--- config.mk ---
export PLATFORM = sky130hd
export DESIGN_NAME = bcd_serial_adder
export DESIGN_NICKNAME = d
export VERILOG_FILES = /design/src/rtl/bcd_serial_adder.sv
export SDC_FILE = /design/constraint.sdc
export NUM_CORES = 1
export LEC_CHECK = 0
export ABC_CLOCK_PERIOD_IN_PS = 4240
export CELL_PAD_IN_SITES_DETAIL_PLACEMENT = 1
export CELL_PAD_IN_SITES_GLOBAL_PLACEMENT = 1
export CORE_AREA = 4 4 89 91
export CTS_CLUSTER_SIZE = 24
export DETAILED_ROUTE_END_ITERATION = 12
export DIE_AREA = 0 0 93 95
export PLACE_DENSITY = 0.92
export SETUP_SLACK_MARGIN = 0.3
export SYNTH_ARGS = -nofsm -noshare
export SYNTH_HDL_FRONTEND = slang
export SYNTH_SLANG_ARGS = --single-unit
--- constraint.sdc ---
create_clock -name clk -period 4.24 [get_ports clk]
set_clock_uncertainty 0.15 [all_clocks]
set_input_delay 0.424 -clock clk [delete_from_list [all_inputs] [get_ports clk]]
set_output_delay 0.424 -clock clk [all_outputs]
set_load 0.005 [all_outputs]
--- src/rtl/bcd_serial_adder.sv ---
// rtl/bcd_serial_adder.sv - digit-serial packed BCD adder, one digit per clock
//
// Ports:
//   clk    rising-edge clock
//   rst    synchronous active-high reset
//   start  begin an addition (sampled only while ready=1)
//   a, b   packed BCD operands, digit 0 in [3:0]
//   cin    carry into digit 0
//   ready  idle, will accept start
//   sum    packed BCD result, held between operations
//   cout   decimal carry out of the top digit
//   done   one-cycle result-valid pulse
//   err    a captured operand digit was above 9
module bcd_serial_adder #(
   parameter int DIGITS = 4
) (
   input  logic                  clk,
   input  logic                  rst,
   input  logic                  start,
   input  logic [4*DIGITS-1:0]   a,
   input  logic [4*DIGITS-1:0]   b,
   input  logic                  cin,
   output logic                  ready,
   output logic [4*DIGITS-1:0]   sum,
   output logic                  cout,
   output logic                  done,
   output logic                  err
);

   localparam int IW = (DIGITS > 1) ? $clog2(DIGITS) : 1;

   typedef enum logic [1:0] {IDLE, ADD, DONE} state_t;

   state_t              state, state_nx;
   logic [4*DIGITS-1:0] a_r, b_r, acc, acc_nx;
   logic [IW-1:0]       idx;
   logic                carry, carry_nx;
   logic [5:0]          t, t_adj;
   logic [3:0]          dig;
   logic                last;
   logic                bad;

   // Operand registers shift right each cycle so the active digit is always
   // in the low nibble; results enter at the top of acc and shift down, so
   // after DIGITS steps digit 0 sits in acc[3:0].
   always_comb begin
      t        = {2'b00, a_r[3:0]} + {2'b00, b_r[3:0]} + {5'b00000, carry};
      t_adj    = t + 6'd6;
      dig      = t[3:0];
      carry_nx = 1'b0;
      if (t > 6'd9) begin
         dig      = t_adj[3:0];
         carry_nx = 1'b1;
      end
      acc_nx                    = acc >> 4;
      acc_nx[4*DIGITS-1 -: 4]   = dig;
      last                      = (idx == IW'(DIGITS - 1));
   end

   always_comb begin
      bad = 1'b0;
      for (int i = 0; i < DIGITS; i++) begin
         if (a[4*i +: 4] > 4'd9 || b[4*i +: 4] > 4'd9) begin
            bad = 1'b1;
         end
      end
   end

   always_ff @(posedge clk) begin
      if (rst) begin
         state <= IDLE;
      end else begin
         state <= state_nx;
      end
   end

   always_comb begin
      state_nx = state;
      ready    = 1'b0;
      done     = 1'b0;
      case (state)
         IDLE: begin
            ready = 1'b1;
            if (start) begin
               state_nx = ADD;
            end
         end
         ADD: begin
            if (last) begin
               state_nx = DONE;
            end
         end
         DONE: begin
            done     = 1'b1;
            state_nx = IDLE;
         end
         default: state_nx = IDLE;
      endcase
   end

   always_ff @(posedge clk) begin
      if (rst) begin
         a_r   <= '0;
         b_r   <= '0;
         acc   <= '0;
         idx   <= '0;
         carry <= 1'b0;
         sum   <= '0;
         cout  <= 1'b0;
         err   <= 1'b0;
      end else begin
         case (state)
            IDLE: begin
               if (start) begin
                  a_r   <= a;
                  b_r   <= b;
                  acc   <= '0;
                  idx   <= '0;
                  carry <= cin;
                  err   <= bad;
               end
            end
            ADD: begin
               a_r   <= a_r >> 4;
               b_r   <= b_r >> 4;
               acc   <= acc_nx;
               carry <= carry_nx;
               if (last) begin
                  sum  <= acc_nx;
                  cout <= carry_nx;
               end else begin
                  idx <= idx + 1'b1;
               end
            end
            default: ;
         endcase
      end
   end

endmodule

# Word-level counts from Yosys, hierarchy flattened

Index checks and enable logic that the tools add are counted.

Add/subtract/negate cells: 4
Multiply operators: 0
Div/mod/pow operators: 0
Magnitude comparators: 9
Eq/ne operators: 6
Shift-type cells: 0
Muxes and demuxes: 22
Bitwise logic cells: 0
Reduce and logical (&&, ||, !) cells: 11

Operators with widths:

| cell                  | count |
|---|---|
| $pmux W16 S2          | 3 |
| $mux W16              | 3 |
| $gt A4 B4 Y1 const B  | 8 |
| $mux W1               | 8 |
| $mux W2               | 4 |
| $pmux W2 S2           | 2 |
| $reduce_and A2 Y1     | 4 |
| $add A5 B1 Y6         | 1 |
| $gt A6 B4 Y1 const B  | 1 |
| $ne A2 B2 Y1 const B  | 3 |
| $add A4 B4 Y5         | 1 |
| $add A4 B3 Y4 const B | 1 |
| $eq A2 B2 Y1 const B  | 2 |
| $logic_or A1 B1 Y1    | 4 |
| $mux W4               | 1 |
| $reduce_and A3 Y1     | 1 |
| $add A2 B1 Y2 const B | 1 |
| $eq A2 B1 Y1 const B  | 1 |
| $logic_not A2 Y1      | 1 |
| $pmux W1 S2           | 1 |
| $reduce_bool A2 Y1    | 1 |

Register bits after elaboration: 71
Bits in latches: 0
Memory bits (writable): 0
Memory bits (read-only): 0
Input bits: 36
Output and inout bits: 20
Memories: 0

# Logic depth before layout (Yosys ltp)

Gate-level depths: netlist (run 1).

Depth in word-level cells: 6
Mapped depth: 8

# Least setup slack after synthesis (run 1)

No wires, ideal clock.

Path kind: register -> register
From: register a_r[0]
To: register sum[14]
Arrival: 2.447 ns
Required time: 4.011 ns
Slack: 1.564 ns
Cell stages (with the launch flop): 8
Buffers on the path: 0
Period minus slack after synthesis: 2.676 ns
Path through: dfxtp_1 > fa_1 > inv_1 > fa_1 > a221o_2 > o21ai_4 > mux2_4 > a211oi_2

Cells in the longest elaborated chain, start to end: 4
Elaborated cells between the ends (all ways): 5
Classes of those cells: 3 x add/sub; 1 x order compare; 1 x mux

Ends and longest elaborated chain:

| what                                                 | line   | source |
|---|---|---|
| start, declared                                      | 35     | `logic [4*DIGITS-1:0] a_r, b_r, acc, acc_nx;` |
| start signal, assigned                               | 124    | `a_r <= a_r >> 4;` |
| $add A4 B4 Y5 *                                      | 47     | `t = {2'b00, a_r[3:0]} + {2'b00, b_r[3:0]} + {5'b00000, carry};` |
| $add A5 B1 Y6 *                                      | 47     |  |
| $gt A6 B4 Y1 / $add A4 B3 Y4 (equally long branches) | 51, 48 |  |
| $mux W4 *                                            | 51     | `if (t > 6'd9) begin` |
| end signal, assigned                                 | 129    | `sum <= acc_nx;` |
| end, declared                                        | 24     | `output logic [4*DIGITS-1:0] sum,` |

Mark *: on every way between the ends. The rest lies on a longest branch, timed or not.
A chain may end at the register's enable or synchronous reset.

# Worst setup path in the final report (run 1)

Ends and elaborated chain as after synthesis.

==> results of run 1 <==
state kept, by name (all words and copies together) (netlist names):
name   flops
a_r       16
acc       12
carry      1
cout       1
sum       16
b_r       16
state      2
err        1
idx        2
metal layers:
metal	vias up	global-route usage
met4	0	0.08791
met5	-	0
met3	20	0.05339
li1	1288	-
met2	51	0.3317
met1	1279	0.2093
synth_stat cells, types with 3 or more instances:
cell type,instances
a211oi_1,3
nand3b_1,4
o21ai_0,8
a22oi_1,18
inv_1,4
ha_1,5
nand2_1,76
dfxtp_1,67
nor2_1,58
xor2_1,3
buf_2,9
a21oi_1,16
nor2b_1,3
a311oi_1,24
clkbuf_1,15
stage by stage:
stage	std cells	hold WS, ns
final	493	0.3097
after global routing	493	0.3270
after CTS	493	0.3107
after detailed placement	477	0.2998
after global placement	477	0.2915
after floorplan	345	0.2815
layout by cell type (no fill, tap or decap), types with 5 or more instances in the layout:
master	Yosys	final
a311oi_1	24	24
nand2_1	76	76
clkdlybuf4s50_1	0	54
o21ai_0	8	8
nor2_1	58	57
dfxtp_1	67	67
a22oi_1	18	18
a21oi_1	16	16
ha_1	5	5
clkbuf_8	0	11
how the worst max path moves through the flow:
stage	startpoint	endpoint	slack [ns]	depth (start not counted)
2_1_floorplan	a_r[0]	sum[14]	1.56	7
3_3_place_gp	a_r[0]	sum[14]	1.48	7
3_5_place_dp	a_r[0]	sum[14]	1.40	7
4_1_cts	a_r[0]	sum[14]	1.37	7
5_1_grt	a_r[0]	sum[14]	1.28	7
6_report	a_r[0]	sum[14]	1.37	7
kinds of logic (layout without fill, tap and decap cells):
family | Yosys count | count (layout) | synth area share
DFF | 67 | 67 | 0.4663
xor gates and xnor gates | 3 | 3 | 0.009136
buffers and inverters | 30 | 79 | 0.04306
and+or+nand+nor | 155 | 155 | 0.2231
AOI/OAI and AO/OA | 81 | 81 | 0.2140
muxes | 2 | 2 | 0.008698
adders and majority gates | 7 | 7 | 0.03567
power breakdown:
group | internal [W] | switching, W | total [W]
Clock | 0.000245 | 0.000264 | 0.000508
Sequential | 0.000663 | 0.0000233 | 0.000687
Combinational | 0.000110 | 0.000136 | 0.000247
layout make-up:
cell class              count  share of cell area
well taps                  99             0.03385
clock buffers              11             0.04137
clock inverters             5            0.009915
repair buffers             59              0.1573
multi-input cells         248              0.3870
inverters                   4            0.004103
flip-flops and latches     67              0.3665
worst max-delay path: cells and delay by family, from the launching register on:
family / cells / cell delay (ns)
flip-flops: 1 / 0.34
AO/OA/AOI/OAI: 3 / 0.87
multiplexers: 1 / 0.34
buffers and inverters: 1 / 0.09
adder cells (fa/ha/maj): 2 / 1.00
==> results.sh, run 1 <==
export IMPL_worstReg2RegStart="a_r[0]"
export IMPL_cts_setup_buffers=0
export IMPL_dp_hpwl_mm=5.505
export IMPL_die_area_um2=8835
export IMPL_seq_area_frac_synth=0.4663
export IMPL_area_growth_pct=27.23
export IMPL_pin_count=56
export IMPL_crit_arrival_ns=3.00
export IMPL_setup_tns_ns=0
export IMPL_synth_warnings=0
export IMPL_synth_edf_count=0
export IMPL_status="completed"
export IMPL_worst_pin_slew_ns=1.194
export IMPL_rr_endpoint="sum[14]"
export IMPL_clk_pin_slew_ns=0.08
export IMPL_drive_gt1_frac=0.07868
export IMPL_p_per_area_nw_per_um2=393.9
export IMPL_numCtsBuffers=9
export IMPL_placed_area_um2=3472
export IMPL_startpoint_type="register"
export IMPL_final_cell_area_um2=3660
export IMPL_rsz0062_at_grt="false"
export IMPL_whs_endpoint="sum[5]"
export IMPL_cts_tree="done"
export IMPL_cts_repair_resize_count=0
export IMPL_syn_mean_instance_area_um2=8.338
export IMPL_r2r_slack_ns=1.37
export IMPL_synth_distinct_cells=41
export IMPL_final_nets=432
export IMPL_finalPower_w=0.001442
export IMPL_wirelength_mm=7.863
export IMPL_cts_buffer_depth=2
export IMPL_cts_htree_levels=3
export IMPL_hold_start="sum[5]"
export IMPL_post_route_min_period_ns=2.871
export IMPL_via_per_inst=5.351
export IMPL_ant_nets=0
export IMPL_synth_area_um2=2877
export IMPL_initial_core_util=0.4031
export IMPL_vdd_drop_max_mv=0.1665
export IMPL_hold_depth=2
export IMPL_vias=2638
export IMPL_wl_met2_mm=4.023
export IMPL_synthArstFlopShare=0
export IMPL_antenna_found_initial=0
export IMPL_dp_slack_ns=1.399
export IMPL_cp_end_kind="register"
export IMPL_synthFlopType="dfxtp_1"
export IMPL_setup_slack_ns=1.369
export IMPL_setup_viol=0
export IMPL_io_buffers=55
export IMPL_min_period_over_period=0.6770
export IMPL_slew_viol_final=0
export IMPL_firstDrtPassIters=4
export IMPL_std_cell_rows=31
export IMPL_max_freq_mhz=348.4
export IMPL_total_leakage_power_nw=1.334
export IMPL_routedWlPerCell_um=15.95
export IMPL_min_path_type="reg2reg"
export IMPL_cp_cell_sequence="fa_1 > inv_1 > fa_1 > a221o_2 > o21ai_4 > mux2_4 > a211oi_2"
export IMPL_clkSinkCount=67
export IMPL_multiInputGateArea_um2=1416
export IMPL_core_area_um2=7137
export IMPL_cap_violations=0
export IMPL_globalRouteOverflowTotal=0
export IMPL_n_fill_cell=890
export IMPL_crit_type="reg2reg"
export IMPL_root_buffer="clkbuf_8"
export IMPL_worstPathMaxFanout=7
export IMPL_netlist_area_leader_share=0.4663
export IMPL_syn_nets=388
export IMPL_synth_area_leader_cell="dfxtp_1"
export IMPL_rr_worst_depth=7
export IMPL_dieHeight_um=95
export IMPL_grt_max_degree=49
export IMPL_regArea_um2=1341
export IMPL_synthCells=345
export IMPL_grt_pass1_wl_mm=12.83
export IMPL_grt_pass1_vias=2719
export IMPL_worst_ep_required_time_ns=4.37
export IMPL_antennaDiodeCount=0
export IMPL_max_stage_delay_ns=0.52
export IMPL_slew_headroom=0.2037
export IMPL_cts_hold_buf=0
export IMPL_place_congestion=0.8565
export IMPL_route_detailed_drc=0
export IMPL_synth_area_leaders="dfxtp_1 47%, nand2_1 9.9%, nor2_1 7.6%, a311oi_1 7.3%, a22oi_1 4.7%"
export IMPL_final_hold_violation_count=0
export IMPL_routedLengthMet1_mm=3.337
export IMPL_worst_path_most_repeated_cell="fa_1"
export IMPL_ys_ff_latch=67
export IMPL_fp_dieW_um=93
export IMPL_insertion_delay_ns=0.36
export IMPL_critPathSlowestCell="fa_1"
export IMPL_met3_length_um=288
export IMPL_top_layer="met4"
export IMPL_drtIter0Drc=104
export IMPL_final_util=0.5128
export IMPL_groute_usage_overall=0.1881
No activity file was read; power rests on OpenSTA's default activity.
==> inputs of run 2 (changes only) <==
--- a/config.mk
+++ b/config.mk
@@ -5,14 +5,14 @@
 export SDC_FILE = /design/constraint.sdc
 export NUM_CORES = 1
 export LEC_CHECK = 0
-export ABC_CLOCK_PERIOD_IN_PS = 4240
+export ABC_CLOCK_PERIOD_IN_PS = 2650
 export CELL_PAD_IN_SITES_DETAIL_PLACEMENT = 1
 export CELL_PAD_IN_SITES_GLOBAL_PLACEMENT = 1
-export CORE_AREA = 4 4 89 91
+export CORE_AREA = 4 4 93 95
 export CTS_CLUSTER_SIZE = 24
 export DETAILED_ROUTE_END_ITERATION = 12
-export DIE_AREA = 0 0 93 95
-export PLACE_DENSITY = 0.92
+export DIE_AREA = 0 0 97 99
+export PLACE_DENSITY = 0.86
 export SETUP_SLACK_MARGIN = 0.3
 export SYNTH_ARGS = -nofsm -noshare
 export SYNTH_HDL_FRONTEND = slang
==> constraint.sdc (replaced) <==
create_clock -name clk -period 2.65 [get_ports clk]
set_clock_uncertainty 0.15 [all_clocks]
set_input_delay 0.265 -clock clk [delete_from_list [all_inputs] [get_ports clk]]
set_output_delay 0.265 -clock clk [all_outputs]
set_load 0.005 [all_outputs]
==> results.sh, run 2 (synthesis results as in run 1) <==
export IMPL_status="completed"
export IMPL_vdd_drop_max_mv=0.2943
export IMPL_insertion_delay_ns=0.34
export IMPL_worstReg2RegStart="b_r[0]"
export IMPL_cts_buffer_depth=2
export IMPL_whs_endpoint="carry"
export IMPL_vias=2678
export IMPL_area_growth_pct=33.58
export IMPL_io_buffers=55
export IMPL_globalRouteOverflowTotal=0
export IMPL_via_per_inst=5.261
export IMPL_clk_pin_slew_ns=0.08
export IMPL_worst_ep_required_time_ns=2.77
export IMPL_crit_type="reg2reg"
export IMPL_worst_pin_slew_ns=0.6925
export IMPL_slew_viol_final=0
export IMPL_startpoint_type="register"
export IMPL_fp_dieW_um=97
export IMPL_cap_violations=0
export IMPL_drtIter0Drc=65
export IMPL_dp_hpwl_mm=5.767
export IMPL_std_cell_rows=32
export IMPL_numCtsBuffers=9
export IMPL_final_util=0.4972
export IMPL_crit_arrival_ns=2.68
export IMPL_p_per_area_nw_per_um2=651.4
export IMPL_post_route_min_period_ns=2.557
export IMPL_cp_end_kind="register"
export IMPL_groute_usage_overall=0.1642
export IMPL_die_area_um2=9603
export IMPL_antennaDiodeCount=0
export IMPL_grt_pass1_vias=2789
export IMPL_place_congestion=0.8480
export IMPL_initial_core_util=0.3722
export IMPL_rsz0062_at_grt="true"
export IMPL_core_area_um2=7727
export IMPL_cts_htree_levels=3
export IMPL_max_freq_mhz=391.0
export IMPL_min_period_over_period=0.9651
export IMPL_total_leakage_power_nw=1.415
export IMPL_cts_hold_buf=0
export IMPL_dieHeight_um=99
export IMPL_worstPathMaxFanout=4
export IMPL_r2r_slack_ns=0.09
export IMPL_slew_headroom=0.5384
export IMPL_cts_tree="done"
export IMPL_root_buffer="clkbuf_8"
export IMPL_hold_depth=2
export IMPL_final_common_cell="nand2_1"
export IMPL_grt_pass1_wl_mm=13.01
export IMPL_setup_viol=0
export IMPL_ant_nets=0
export IMPL_routedWlPerCell_um=15.60
export IMPL_n_fill_cell=914
export IMPL_firstDrtPassIters=4
export IMPL_wirelength_mm=7.942
export IMPL_grt_max_degree=31
export IMPL_antenna_found_initial=0
export IMPL_pin_count=56
export IMPL_drive_gt1_frac=0.1351
export IMPL_final_hold_violation_count=0
export IMPL_final_cell_mix="76 x nand2_1, 64 x dfxtp_1, 57 x nor2_1"
export IMPL_rr_endpoint="sum[14]"
export IMPL_final_nets=445
export IMPL_largestRegisters="a_r: 16 flops, b_r: 16 flops, sum: 16 flops"
export IMPL_route_detailed_drc=0
export IMPL_setup_tns_ns=0
export IMPL_hold_start="rst"
export IMPL_clkSinkCount=67
export IMPL_rr_worst_depth=7
export IMPL_min_path_type="in2reg"
## run 2: what timing repair did
action                                  CTS  global route
gates resized for setup                   4             6
endpoints found under the setup margin    6             8
pin swaps                                 4             2
setup buffers                             4             2
## run 2: area by class of cell
class	instances	area (µm²)	area share
Tap cell	102	127.6	0.03321
Timing Repair Buffer	72	680.7	0.1771
Clock buffer	9	123.9	0.03224
Clock inverter	7	92.59	0.02410
Multi-Input combinational cell	248	1458	0.3794
Sequential cell	67	1345	0.3500
Inverter	4	15.01	0.003908
## run 2: critical path: stages, from the launching register on
cell	delay, ns
dfxtp_2	0.34
fa_2	0.41
inv_2	0.07
fa_2	0.47
a221o_2	0.37
o21ai_4	0.14
mux2_4	0.33
a211oi_2	0.21
## run 2: how the worst max path moves through the flow
stage / cells after the start / end / from
global placement: 7 / sum[14] / a_r[0]
finish: 7 / sum[14] / b_r[0]
detailed placement: 7 / sum[14] / a_r[0]
floorplan: 7 / sum[14] / a_r[0]
CTS: 7 / sum[14] / b_r[0]
global route: 7 / sum[14] / b_r[0]
## run 2: layer usage
| metal | global-route usage | vias to the layer above | share of wire |
|---|---|---|---|
| met4 | 0.05724 | 0 | 0.017 |
| li1 | - | 1324 | - |
| met3 | 0.03185 | 13 | 0.031 |
| met1 | 0.1823 | 1293 | 0.42 |
| met2 | 0.3110 | 48 | 0.53 |
| met5 | 0 | - | 0 |
## run 2: through the flow
| stage | area (µm²) | total power, W | setup slack (ns) | hold slack, ns | instances |
|---|---|---|---|---|---|
| 4_1_cts | 3794 | 0.002491 | 0.08887 | 0.1240 | 507 |
| 6_report | 3842 | 0.002503 | 0.09253 | 0.1380 | 509 |
| 3_3_place_gp | 3535 | 0.001510 | 0.1115 | 0.2936 | 487 |
| 2_1_floorplan | 2883 | 0.001379 | 0.09692 | 0.2700 | 345 |
| 3_5_place_dp | 3535 | 0.001531 | 0.04100 | 0.2979 | 487 |
| 5_1_grt | 3842 | 0.002619 | 0.02250 | 0.1526 | 509 |
## run 2: report_power, final
part           total [W]  switching [W]  internal (W)
clock network   0.000932       0.000406      0.000526
registers        0.00110      0.0000365       0.00106
logic           0.000473       0.000240      0.000233
==> inputs of run 3 (changes only) <==
--- a/config.mk
+++ b/config.mk
@@ -12,7 +12,9 @@
 export CTS_CLUSTER_SIZE = 24
 export DETAILED_ROUTE_END_ITERATION = 12
 export DIE_AREA = 0 0 97 99
+export GPL_ROUTABILITY_DRIVEN = 0
 export PLACE_DENSITY = 0.86
+export REMOVE_ABC_BUFFERS = 1
 export SETUP_SLACK_MARGIN = 0.3
 export SYNTH_ARGS = -nofsm -noshare
 export SYNTH_HDL_FRONTEND = slang
==> results.sh, run 3 (synthesis results as in run 1) <==
export IMPL_min_path_type="reg2reg"
export IMPL_status="completed"
export IMPL_final_nets=441
export IMPL_startpoint_type="register"
export IMPL_vias=2604
export IMPL_cts_buffer_depth=2
export IMPL_final_common_cell="nand2_1"
export IMPL_cap_violations=0
export IMPL_crit_arrival_ns=2.62
export IMPL_std_cell_rows=32
export IMPL_cp_top_family="adder cells"
export IMPL_grt_busiest_layer="met2"
export IMPL_drtIter0Drc=72
export IMPL_p_per_area_nw_per_um2=613.4
export IMPL_grt_max_degree=49
export IMPL_fp_dieW_um=97
export IMPL_crit_type="reg2reg"
export IMPL_dp_hpwl_mm=5.200
export IMPL_clkSinkCount=67
export IMPL_antenna_found_initial=0
export IMPL_slew_headroom=0.5530
export IMPL_area_growth_pct=31.23
export IMPL_path_buf_inv=1
export IMPL_cts_hold_buf=0
export IMPL_cts_htree_levels=3
export IMPL_total_leakage_power_nw=1.394
export IMPL_worstPathMaxFanout=3
export IMPL_final_util=0.4885
export IMPL_worst_pin_slew_ns=0.6705
export IMPL_cts_tree="done"
export IMPL_pwr_share_comb=0.197
export IMPL_sw_frac_of_total=0.2693
export IMPL_drive_gt1_frac=0.1169
export IMPL_core_area_um2=7727
export IMPL_pin_count=56
export IMPL_ant_nets=0
export IMPL_setup_viol=0
export IMPL_p_sw_w=0.0006236
export IMPL_cp_cell_sequence="fa_2 > inv_2 > fa_1 > a221o_2 > o21ai_4 > mux2_4 > a211oi_2"
export IMPL_via_per_inst=5.167
export IMPL_insertion_delay_ns=0.34
export IMPL_grt_use_met3=0.05025
export IMPL_clk_pin_slew_ns=0.07
export IMPL_grt_pass1_wl_mm=12.36
export IMPL_initial_core_util=0.3722
export IMPL_p_clk_frac=0.329
export IMPL_route_detailed_drc=0
export IMPL_post_route_min_period_ns=2.515
export IMPL_largestRegisters="a_r: 16 flops, b_r: 16 flops, sum: 16 flops"
export IMPL_firstDrtPassIters=4
export IMPL_max_stage_delay_ns=0.46
export IMPL_wirelength_mm=7.379
export IMPL_power_frac_seq=0.474
export IMPL_p_int_w=0.001692
export IMPL_cp_end_kind="register"
export IMPL_min_period_over_period=0.9491
export IMPL_io_buffers=55
export IMPL_vdd_drop_max_mv=0.3251
export IMPL_root_buffer="clkbuf_8"
export IMPL_worst_ep_required_time_ns=2.76
export IMPL_antennaDiodeCount=0
export IMPL_slew_viol_final=0
export IMPL_rsz0062_at_grt="true"
export IMPL_groute_usage_overall=0.1566
export IMPL_grt_pass1_vias=2687
export IMPL_die_area_um2=9603
export IMPL_met2_usage=0.2861
export IMPL_final_cell_mix="76 x nand2_1, 65 x dfxtp_1, 57 x nor2_1"
export IMPL_timing_hold_ws_ns=0.3051
export IMPL_globalRouteOverflowTotal=0
export IMPL_routedWlPerCell_um=14.64
export IMPL_dieHeight_um=99
export IMPL_critPathSlowestCell="fa_1"
export IMPL_grtUsageMet1=0.1712
export IMPL_final_hold_violation_count=0
export IMPL_max_freq_mhz=397.6
export IMPL_numCtsBuffers=9
[run 3: cell count changes in the layout (fill, tap and decap cells not counted), moves of 2 or more]
cell        before  now
clkinvlp_4       3    0
buf_4           15   11
clkbuf_8         9   12
bufinv_16        2    0
[run 3: stage by stage]
step | setup slack (ns) | total power [W] | TNS (ns) | area [µm²] | cells
6_report | 0.1348 | 0.002315 | 0 | 3775 | 504
3_3_place_gp | 0.09891 | 0.001507 | 0 | 3533 | 486
2_1_floorplan | -0.07575 | 0.001354 | -0.4013 | 2768 | 319
3_5_place_dp | 0.03562 | 0.001528 | 0 | 3533 | 486
4_1_cts | 0.1089 | 0.002333 | 0 | 3756 | 504
5_1_grt | 0.07007 | 0.002446 | 0 | 3775 | 504
[run 3: final timing paths]
path | from | to | slack [ns] | depth (start not counted)
setup / recovery | a_r[0] | sum[14] | 0.13 | 7
hold reg to reg | sum[6] | sum[6] | 0.31 | 2
setup reg to reg | a_r[0] | sum[14] | 0.13 | 7
hold / removal | sum[6] | sum[6] | 0.31 | 2
[run 3: area by class of cell]
class	count	area, µm²
tap	102	127.6
timing repair buffer	68	659.4
inverter	4	15.01
multi-input combinational	248	1450
clock buffer	13	168.9
sequential	67	1344
fill	911	3953
clock inverter	2	10.01
[run 3: tightest hold or removal path, delay by kind of cell, from the launching register on]
kind | cells | cell delay (ns)
DFF | 1 | 0.31
and+or+nand+nor | 1 | 0.05
AOI/OAI and AO/OA | 1 | 0.05
[run 3: layer usage]
layer  vias to the layer above  wire (µm)
met4                         0        147
li1                       1306          -
met1                      1213       3085
met5                         -          0
met3                        16        390
met2                        69       3755
[run 3: power groups by stage]
stage / combinational [W] / sequential (W) / clock [W]
2_1_floorplan: 0.000244 / 0.00111 / 0
3_3_place_gp: 0.000391 / 0.00112 / 0
3_5_place_dp: 0.000408 / 0.00112 / 0
4_1_cts: 0.000441 / 0.00110 / 0.000794
5_1_grt: 0.000502 / 0.00110 / 0.000839
6_report: 0.000455 / 0.00110 / 0.000762
[run 3: what timing repair did]
item                       CTS  global route
setup buffers                3             0
resized for setup            7             4
cloned                       0             0
pin swaps                    6             3
setup endpoints to repair    8             8
